==> src/rtl/seg_disp_pkg.sv <==
// Shared constants and glyph table for the seven-segment display driver.
// All patterns are active-low cathodes, bit 0 = segment a ... bit 6 = segment g.
package seg_disp_pkg;

    localparam logic [7:0] SEG_OFF = 8'hFF;

    typedef logic [6:0] seg7_t;

    localparam seg7_t SEG7_BLANK = 7'h7F;

    localparam seg7_t SEG7_DIGIT [0:15] = '{
        7'h40, 7'h79, 7'h24, 7'h30,
        7'h19, 7'h12, 7'h02, 7'h78,
        7'h00, 7'h10, 7'h08, 7'h03,
        7'h46, 7'h21, 7'h06, 7'h0E
    };

    function automatic logic [7:0] seg_cathodes(seg7_t pat, logic dp_on);
        return {~dp_on, pat};
    endfunction

endpackage

==> src/rtl/seg_scan_timer.sv <==
// Scan timebase for the display mux: slot prescaler and digit index.
// Emits slot wrap, frame boundary, dead-window flag and PWM phase.
module seg_scan_timer
    import seg_disp_pkg::*;
#(
    parameter int NUM_DIGITS  = 8,
    parameter int DIV_BITS    = 17,
    parameter int DEAD_CYCLES = 64,
    parameter int BRIGHT_W    = 4,
    parameter int IDX_W       = (NUM_DIGITS > 1) ? $clog2(NUM_DIGITS) : 1
) (
    input  logic                ck,
    input  logic                rst_n,
    output logic [IDX_W-1:0]    o_idx,
    output logic                o_slot_wrap,
    output logic                o_frame,
    output logic                o_dead,
    output logic [BRIGHT_W-1:0] o_phase
);

    logic [DIV_BITS-1:0] r_pre;
    logic [IDX_W-1:0]    r_idx;
    logic                w_last_digit;

    assign o_slot_wrap  = &r_pre;
    assign w_last_digit = (r_idx == IDX_W'(NUM_DIGITS - 1));

    always_ff @(posedge ck or negedge rst_n) begin
        if (!rst_n) begin
            r_pre <= '0;
            r_idx <= '0;
        end else begin
            r_pre <= r_pre + DIV_BITS'(1);
            if (o_slot_wrap) begin
                r_idx <= w_last_digit ? '0 : r_idx + IDX_W'(1);
            end
        end
    end

    assign o_idx   = r_idx;
    assign o_frame = (r_idx == '0) && (r_pre == '0);
    assign o_dead  = (r_pre < DIV_BITS'(DEAD_CYCLES));
    assign o_phase = r_pre[DIV_BITS-1 -: BRIGHT_W];

endmodule

==> src/rtl/seg_display_mux.sv <==
// Time-multiplexed common-anode seven-segment driver with double-buffered data.
// Define SEG_PWM_EN to enable brightness PWM; otherwise digits are lit all slot.
module seg_display_mux
    import seg_disp_pkg::*;
#(
    parameter int NUM_DIGITS  = 8,
    parameter int DIV_BITS    = 17,
    parameter int DEAD_CYCLES = 64,
    parameter int BRIGHT_W    = 4
) (
    input  logic                    ck,
    input  logic                    rst_n,
    input  logic [7*NUM_DIGITS-1:0] digits,
    input  logic [NUM_DIGITS-1:0]   dp,
    input  logic [NUM_DIGITS-1:0]   blank,
    input  logic [BRIGHT_W-1:0]     brightness,
    input  logic                    load,
    output logic [7:0]              seg,
    output logic [NUM_DIGITS-1:0]   an,
    output logic                    frame_start
);

    localparam int IDX_W = (NUM_DIGITS > 1) ? $clog2(NUM_DIGITS) : 1;

    logic [IDX_W-1:0]    w_idx;
    logic                w_slot_wrap;
    logic                w_frame;
    logic                w_dead;
    logic [BRIGHT_W-1:0] w_phase;

    seg_scan_timer #(
        .NUM_DIGITS  (NUM_DIGITS),
        .DIV_BITS    (DIV_BITS),
        .DEAD_CYCLES (DEAD_CYCLES),
        .BRIGHT_W    (BRIGHT_W),
        .IDX_W       (IDX_W)
    ) u_timer (
        .ck          (ck),
        .rst_n       (rst_n),
        .o_idx       (w_idx),
        .o_slot_wrap (w_slot_wrap),
        .o_frame     (w_frame),
        .o_dead      (w_dead),
        .o_phase     (w_phase)
    );

    logic [NUM_DIGITS-1:0][6:0] r_sh_dig;
    logic [NUM_DIGITS-1:0][6:0] r_act_dig;
    logic [NUM_DIGITS-1:0]      r_sh_dp;
    logic [NUM_DIGITS-1:0]      r_act_dp;
    logic [NUM_DIGITS-1:0]      r_sh_blank;
    logic [NUM_DIGITS-1:0]      r_act_blank;

    always_ff @(posedge ck or negedge rst_n) begin
        if (!rst_n) begin
            r_sh_dig    <= {NUM_DIGITS{SEG7_BLANK}};
            r_sh_dp     <= '0;
            r_sh_blank  <= '1;
            r_act_dig   <= {NUM_DIGITS{SEG7_BLANK}};
            r_act_dp    <= '0;
            r_act_blank <= '1;
        end else begin
            if (load) begin
                r_sh_dig   <= digits;
                r_sh_dp    <= dp;
                r_sh_blank <= blank;
            end
            if (w_frame) begin
                r_act_dig   <= r_sh_dig;
                r_act_dp    <= r_sh_dp;
                r_act_blank <= r_sh_blank;
            end
        end
    end

    // At the boundary the active copy is still stale, so read the shadow.
    logic [NUM_DIGITS-1:0][6:0] w_src_dig;
    logic [NUM_DIGITS-1:0]      w_src_dp;
    logic [NUM_DIGITS-1:0]      w_src_blank;

    assign w_src_dig   = w_frame ? r_sh_dig   : r_act_dig;
    assign w_src_dp    = w_frame ? r_sh_dp    : r_act_dp;
    assign w_src_blank = w_frame ? r_sh_blank : r_act_blank;

    seg7_t w_pat;
    logic  w_dp;
    logic  w_blk;

    assign w_pat = w_src_dig[w_idx];
    assign w_dp  = w_src_dp[w_idx];
    assign w_blk = w_src_blank[w_idx];

    logic w_pwm_on;
    logic w_unused;

`ifdef SEG_PWM_EN
    assign w_pwm_on = (brightness == '1) || (w_phase < brightness);
    assign w_unused = w_slot_wrap;
`else
    assign w_pwm_on = 1'b1;
    assign w_unused = ^{w_slot_wrap, w_phase, brightness};
`endif

    logic                  w_lit;
    logic [7:0]            w_seg_n;
    logic [NUM_DIGITS-1:0] w_an_n;

    always_comb begin
        w_seg_n = SEG_OFF;
        w_an_n  = '1;
        w_lit   = !w_dead && w_pwm_on && !w_blk;
        if (!w_dead && !w_blk) begin
            w_seg_n = seg_cathodes(w_pat, w_dp);
        end
        if (w_lit) begin
            w_an_n[w_idx] = 1'b0;
        end
    end

    always_ff @(posedge ck or negedge rst_n) begin
        if (!rst_n) begin
            seg         <= SEG_OFF;
            an          <= '1;
            frame_start <= 1'b0;
        end else begin
            seg         <= w_seg_n;
            an          <= w_an_n;
            frame_start <= w_frame;
        end
    end

endmodule
==> config.mk <==
export PLATFORM = sky130hd
export DESIGN_NAME = seg_display_mux
export DESIGN_NICKNAME = d
export VERILOG_FILES = /design/src/rtl/seg_disp_pkg.sv /design/src/rtl/seg_scan_timer.sv /design/src/rtl/seg_display_mux.sv
export SDC_FILE = /design/constraint.sdc
export NUM_CORES = 1
export LEC_CHECK = 0
export BUFFER_PORTS_ARGS = -buffer_cell sky130_fd_sc_hd__buf_2
export CAP_MARGIN = 20
export CORE_UTILIZATION = 58
export CTS_CLUSTER_DIAMETER = 60
export CTS_CLUSTER_SIZE = 40
export DETAILED_ROUTE_END_ITERATION = 8
export GPL_TIMING_DRIVEN = 0
export HOLD_SLACK_MARGIN = 0.06
export PLACE_DENSITY = 0.8
export SYNTH_ARGS = -nofsm -noshare
export SYNTH_HDL_FRONTEND = slang
export SYNTH_SLANG_ARGS = --single-unit
==> constraint.sdc <==
create_clock -name ck -period 3.3 [get_ports ck]
set_input_delay 0.165 -clock ck [delete_from_list [all_inputs] [get_ports ck]]
set_output_delay 0.165 -clock ck [all_outputs]
set_load 0.03 [all_outputs]
==> metrics.cfg, run 1 <==
[floorplan]
std_cell_rows = 41
start_util_pct = 59.8
ios = 96
coreArea_um2 = 12700
fp.dieW_um = 116
dieArea_um2 = 13500
die_h_um = 116

[setup_path]
worstPathArrival_ns = 3.38
cp_top_family = buffers and inverters
critPathSlowestCell = mux2_2
required_ns = 3.62
reg2reg_depth = 10
path_buf_inv = 4
reg2reg_from = u_timer.o_idx[1]$_DFFE_PN0P_
rr_endpoint = seg[3]$_DFF_PN1_
path_common_cell = buf_2
crit_path_max_incr_delay_ns = 0.41
crit_path_max_fanout = 10
crit_path_start_kind = register
worstSetupPathType = register to register
path_cells = buf_2, inv_2, ha_1, nand4_2, nor2_4, buf_2, mux2_2, a21oi_1, clkbuf_2, nand4_1
reg2reg_slack_ns = 0.25
cp-end-kind = register

[layout]
fin_cells = 912
areaGrowthSynthToFinish_pct = 26.6
fin_nets = 812
final_layout_size_suffix_gt1_share_pct = 50.1
fillers = 798
multi_input_area_um2 = 2720
fin_util_pct = 75.7
ff_latch_area_um2 = 4710
num_antenna_cells = 0

[synthesis]
ys_warn_count = 0
ys.flop_type = dfstp_2
syn-cell-area_um2 = 7580
async_flop_share_pct = 100
syn-num-nets = 629
synth_seq_cells = 181
syn_area_per_cell_um2 = 13.9
syn_inst = 544
ys_seq_area_share_pct = 62.2
synth-edff-count = 0
ys_types = 45

[cts]
root_buffer = clkbuf_16
numCtsBuffers = 17
cts_tree = done
htreeDepth = 4
cts_sinks = 181
cts_buffer_depth = 2
insertion_delay_ns = 0.43
cts_setup_buffers = 0
cts.clk_slew.worst_paths_ns = 0.06

[placement]
post-place-cells = 807
place_congestion = 0.820
dp_hpwl_um = 11000
port_buffers = 90

[global_route]
overflow = 0
track_usage_pct = 27.1
grt_pass1_vias = 5216
grt_max_degree = 98
grt_pass1_wl_um = 26800
antenna_found_initial = 0

[drt]
vias = 5020
vias_per_cell = 5.50
detail_route.wl_per_cell_um = 18.6
dr.pass1.iters = 4
drc = 0
first_iter_violations = 345
wirelength_um = 17000
ant_nets = 0

[min_path]
hold_depth = 2
holdPathEnd = r_sh_dp[7]$_DFFE_PN0P_
hold_class = input port to register
worstHoldStart = load

[sta]
hold_viol = 0
rsz0062_at_grt = false
setup_viol = 0
tightest_slew_ns = 0.955
slew_viol_final = 0
clock_skew_ns = 0.00794
finalCritPeriodShare_pct = 92.5
slew_headroom_pct = 36.0
max_clock_freq_ghz = 0.328
min_period_ns = 3.05

[outcome]
outcome = finished, final reports clean

[power_and_ir_drop]
finalPower_uw = 4820
ir_drop_v = 0.000372
p_leak_uw = 0.00412
cellPowerDensity_nw_per_um2 = 503

[flow_run]
maxCapViolCount = 0

## cell usage after synthesis, types with 2 or more instances
cell type	n	area (µm²)
dfrtp_1	37	926
ha_1	6	75.1
o21ai_1	9	45.0
nand3_1	26	130
and3_1	12	75.1
a22o_1	9	78.8
dfstp_2	144	3780
inv_1	5	18.8
and4_1	2	17.5
o21ai_0	13	65.1
a2111oi_0	2	17.5
nor3_1	7	35.0
buf_1	2	7.51
mux2i_1	2	20.0
nor2_1	7	26.3
a2111o_1	4	45.0
nand2_1	38	143
clkbuf_1	17	63.8
nor4_4	2	42.5
a21oi_1	15	75.1
a22oi_1	6	45.0
mux2_2	87	980
buf_2	8	40.0
xor2_1	5	43.8
xnor2_1	9	78.8
nand4_1	7	43.8
or4_1	4	30.0
mux2_1	42	473
## cell type report
cell class	count	area share (%)
flip-flops and latches	181	49.1
multi-input cells	328	28.4
repair buffers	164	12.7
clock buffers	22	4.84
well taps	172	2.24
plain buffers	29	1.37
clock inverters	10	1.11
inverters	6	0.235
## where the power goes
group | switching, µW | leakage, µW | total, µW | internal [µW]
combinational | 142 | 0.00185 | 343 | 201
clock | 815 | 0.000283 | 1960 | 1150
sequential | 69.8 | 0.00198 | 2510 | 2440
## routing by layer
| metal | vias to the layer above | routed length [µm] | global-route usage (%) |
|---|---|---|---|
| li1 | 2306 | - | - |
| met1 | 2538 | 7310 | 35.4 |
| met2 | 149 | 8450 | 44.0 |
| met3 | 27 | 867 | 7.27 |
| met4 | 0 | 342 | 9.57 |
| met5 | - | 0 | 0 |
## registers in the layout, indices dropped and copies added (netlist names)
| name | count |
|---|---|
| r_act_dig | 56 |
| r_sh_dig | 56 |
| u_timer.r_pre | 17 |
| an | 8 |
| r_act_blank | 8 |
| r_act_dp | 8 |
| r_sh_blank | 8 |
| r_sh_dp | 8 |
| seg | 8 |
| u_timer.o_idx | 3 |
| frame_start | 1 |
## kinds of logic after synthesis
kind of cell / synth area share (%)
DFF: 62.2
muxes: 19.4
and+or+nand+nor: 8.11
AOI/OAI and AO/OA: 5.66
buffers and inverters: 2.01
xor gates and xnor gates: 1.62
adders and majority gates: 0.991
## cell usage in the layout (no fill, tap or decap), types with 3 or more instances in the layout
cell           synthesis  routed
dfstp_2              144     144
buf_2                  8      97
mux2_2                87      87
dlygate4sd3_1          0      73
mux2_1                42      42
nand2_1               38      38
dfrtp_1               37      37
nand3_1               26      26
clkbuf_1              17      19
clkbuf_16              0      17
a21oi_1               15      15
o21ai_0               13      13
and3_1                12      12
xnor2_1                9       9
o21ai_1                9       9
a22o_1                 9       9
nor2_1                 7       7
nand4_1                7       7
a22oi_1                6       6
ha_1                   6       6
clkinv_2               0       6
nor3_1                 7       5
inv_1                  5       5
xor2_1                 5       5
a2111o_1               4       4
or4_1                  4       4
nor3_2                 1       3
## worst max path at each step
stage,from,end,slack [ns],depth (start not counted)
4_1_cts,u_timer.o_idx[1]$_DFFE_PN0P_,seg[3]$_DFF_PN1_,0.13,10
5_1_grt,u_timer.o_idx[1]$_DFFE_PN0P_,seg[3]$_DFF_PN1_,0.09,10
3_5_place_dp,u_timer.o_idx[1]$_DFFE_PN0P_,seg[3]$_DFF_PN1_,0.15,10
6_report,u_timer.o_idx[1]$_DFFE_PN0P_,seg[3]$_DFF_PN1_,0.25,10
3_3_place_gp,rst_n,r_sh_dp[0]$_DFFE_PN0P_,-0.43,1
2_1_floorplan,u_timer.o_idx[1]$_DFFE_PN0P_,seg[1]$_DFF_PN1_,0.80,9
## timing repair
action,in CTS,in global routing
hold buffers,73,0
hold endpoints to repair,96,0
setup endpoints to repair,0,8
gates resized for setup,0,2
## per-stage QoR
stage / hold slack (ns) / TNS [ns] / setup WS [ns] / instance area [µm²]
2_1_floorplan: -0.131 / 0 / 0.798 / 7580
3_3_place_gp: 0.398 / -15.37 / -0.431 / 8240
3_5_place_dp: 0.197 / 0 / 0.152 / 8290
4_1_cts: 0.238 / 0 / 0.125 / 9590
5_1_grt: 0.274 / 0 / 0.0887 / 9590
6_report: 0.250 / 0 / 0.247 / 9590
## worst reg2reg max path, cell delays in order, from the launching register on
cell	delay [ns]
dfrtp_1	0.40
buf_2	0.18
inv_2	0.13
ha_1	0.20
nand4_2	0.23
nor2_4	0.26
buf_2	0.31
mux2_2	0.41
a21oi_1	0.39
clkbuf_2	0.31
nand4_1	0.13
(Power assumes the default switching activity.)
==> inputs of run 2 (changes only) <==
--- a/config.mk
+++ b/config.mk
@@ -7,13 +7,15 @@
 export LEC_CHECK = 0
 export BUFFER_PORTS_ARGS = -buffer_cell sky130_fd_sc_hd__buf_2
 export CAP_MARGIN = 20
-export CORE_UTILIZATION = 58
+export CORE_ASPECT_RATIO = 1.5
+export CORE_UTILIZATION = 55
 export CTS_CLUSTER_DIAMETER = 60
 export CTS_CLUSTER_SIZE = 40
 export DETAILED_ROUTE_END_ITERATION = 8
 export GPL_TIMING_DRIVEN = 0
 export HOLD_SLACK_MARGIN = 0.06
-export PLACE_DENSITY = 0.8
+export PLACE_DENSITY = 0.76
 export SYNTH_ARGS = -nofsm -noshare
 export SYNTH_HDL_FRONTEND = slang
+export SYNTH_HIERARCHICAL = 1
 export SYNTH_SLANG_ARGS = --single-unit
==> run 2 against run 1 <==
Worst hold slack gained 0.0036 ns. Synthesized area grew 1.9%. Wire length grew 0.49%. Critical path type unchanged. Critical endpoint is now seg[1]$_DFF_PN1_. Highest routed layer unchanged.
==> metrics.cfg, run 2 <==
[sta]
slew_viol_final = 0  ; unchanged
clock_skew_ns = 0.00712  ; -0.000816 ns
finalCritPeriodShare_pct = 86.7  ; -5.8 points
max_clock_freq_ghz = 0.350  ; +6.7%
hold_viol = 0  ; unchanged
min_period_ns = 2.86  ; -0.193 ns
rsz0062_at_grt = false
setup_viol = 0  ; unchanged
slew_headroom_pct = 41.7  ; +5.7 points
tightest_slew_ns = 0.871  ; -0.0841 ns

[layout]
final_layout_size_suffix_gt1_share_pct = 62.5  ; +12 points
largestRegisters = r_act_dig (56), r_sh_dig (56), u_timer/r_pre (17)
num_antenna_cells = 0  ; unchanged
fin_nets = 765  ; -5.8%
fillers = 890  ; +12%
final_cell_mix = dfstp_2 (144), mux2_2 (102), buf_2 (94), dlygate4sd3_1 (73), dfrtp_1 (37)
areaGrowthSynthToFinish_pct = 26.4
layout_commonest_cell = dfstp_2
ff_latch_area_um2 = 4710  ; unchanged
multi_input_area_um2 = 2780  ; +2.1%
fin_cells = 855  ; -6.3%

[global_route]
track_usage_pct = 25.5  ; -1.7 points
grt_pass1_vias = 5247  ; +0.59%
overflow = 0  ; unchanged
grt_max_degree = 132  ; +35%
antenna_found_initial = 0  ; unchanged
grt_pass1_wl_um = 27600  ; +2.9%

[floorplan]
start_util_pct = 56.8  ; -3.0 points
coreArea_um2 = 13600  ; +7.3%
die_h_um = 147  ; +26%
fp.dieW_um = 98.7  ; -15%
ios = 96  ; unchanged
std_cell_rows = 52  ; +27%
dieArea_um2 = 14500  ; +7.4%

[setup_path]
crit_path_max_fanout = 10  ; unchanged
crit_path_start_kind = register
worstPathArrival_ns = 3.20  ; -0.18 ns
crit_path_max_incr_delay_ns = 0.42  ; about the same
worstSetupPathType = register to register
path_buf_inv = 3  ; -1
cp-end-kind = register
required_ns = 3.64  ; +0.02 ns
cp_top_family = simple AND/OR/NAND/NOR gates
critPathSlowestCell = dfrtp_1
path_cells = nor4_1, and3_1, and3_1, buf_6, buf_8, buf_8, mux2_4, a32oi_1, nand4_1, nand3b_1

[cts]
ctsHoldBuffers = 73  ; unchanged
cts_setup_buffers = 0  ; unchanged
cts_sinks = 181  ; unchanged
htreeDepth = 4  ; unchanged
root_buffer = clkbuf_16
cts.clk_slew.worst_paths_ns = 0.06  ; about the same
cts_resized = 0  ; unchanged
cts_buffer_depth = 2  ; unchanged
numCtsBuffers = 17  ; unchanged
insertion_delay_ns = 0.43  ; about the same
cts_tree = done

[placement]
dp_hpwl_um = 11200  ; +1.6%
place_congestion = 0.765  ; -6.8%
post-place-cells = 750  ; -7.1%
port_buffers = 90  ; unchanged

[drt]
ant_nets = 0  ; unchanged
wirelength_um = 17100  ; +0.49%
first_iter_violations = 200  ; -42%
drc = 0  ; unchanged
vias = 4799  ; -4.4%
dr.pass1.iters = 4  ; unchanged
detail_route.wl_per_cell_um = 19.9  ; +7.2%
vias_per_cell = 5.61  ; +2.0%

[power_and_ir_drop]
cellPowerDensity_nw_per_um2 = 503  ; about the same
finalPower_uw = 4910  ; +1.8%
p_leak_uw = 0.00411  ; -0.29%
ir_drop_v = 0.000319  ; -14%

[min_path]
hold_class = input port to async pin

[synthesis]
ys_warn_count = 6  ; +6
syn-num-nets = 582  ; -7.5%
syn_inst = 497  ; -8.6%
syn-cell-area_um2 = 7720  ; +1.9%
syn_area_per_cell_um2 = 15.5  ; +12%

[outcome]
outcome = finished, final reports clean

[flow_run]
maxCapViolCount = 0  ; unchanged

run 2: power breakdown:
part	internal, µW	total, µW	switching, µW	leakage [µW]
Sequential	2440	2510	65.6	0.00198
Combinational	220	367	148	0.00182
Clock	1180	2030	847	0.000302
run 2: layout make-up:
type	count	area share (%)
well taps	162	2.08
plain buffers	30	2.15
flip-flops and latches	181	48.3
repair buffers	164	12.5
clock inverters	7	0.577
clock buffers	25	5.72
multi-input cells	281	28.5
inverters	5	0.192
run 2: per-stage QoR:
stage | area (µm²) | utilization [%] | worst slack (ns) | TNS (ns) | hold slack [ns]
after global placement | 8370 | 61.6 | -0.423 | -14.98 | 0.387
after floorplan | 7720 | - | 1.07 | 0 | -0.131
final | 9760 | 71.7 | 0.440 | 0 | 0.254
after CTS | 9760 | 71.7 | 0.470 | 0 | 0.245
after global routing | 9760 | 71.7 | 0.342 | 0 | 0.267
after detailed placement | 8410 | 61.9 | 0.527 | 0 | 0.0996
run 2: path summary, 6_finish.rpt:
check,startpoint,to,slack [ns],depth (start not counted)
max,u_timer/r_pre[12]$_DFF_PN0_,seg[1]$_DFF_PN1_,0.44,10
min,rst_n,r_sh_dp[2]$_DFFE_PN0P_,0.25,2
max reg2reg,u_timer/r_pre[12]$_DFF_PN0_,seg[1]$_DFF_PN1_,0.44,10
min reg2reg,r_act_dp[0]$_DFF_PN0_,r_act_dp[0]$_DFF_PN0_,0.49,1
max in group asynchronous,rst_n,u_timer/r_pre[10]$_DFF_PN0_,2.15,3
min in group ck,load,r_sh_dp[7]$_DFFE_PN0P_,0.26,2
run 2: per-layer routing:
| metal | routed length, µm | track usage [%] | share of wire [%] |
|---|---|---|---|
| met4 | 408 | 9.78 | 2.4 |
| met5 | 0 | 0 | 0 |
| met1 | 6600 | 29.9 | 39 |
| met2 | 9330 | 45.4 | 55 |
| met3 | 724 | 5.42 | 4.2 |
run 2: worst register-to-register path: stages (launching register included):
cell and delay [ns]:
dfrtp_1 0.42, nor4_1 0.31, and3_1 0.27, and3_1 0.22, buf_6 0.17, buf_8 0.17
buf_8 0.20, mux2_4 0.33, a32oi_1 0.37, nand4_1 0.13, nand3b_1 0.20
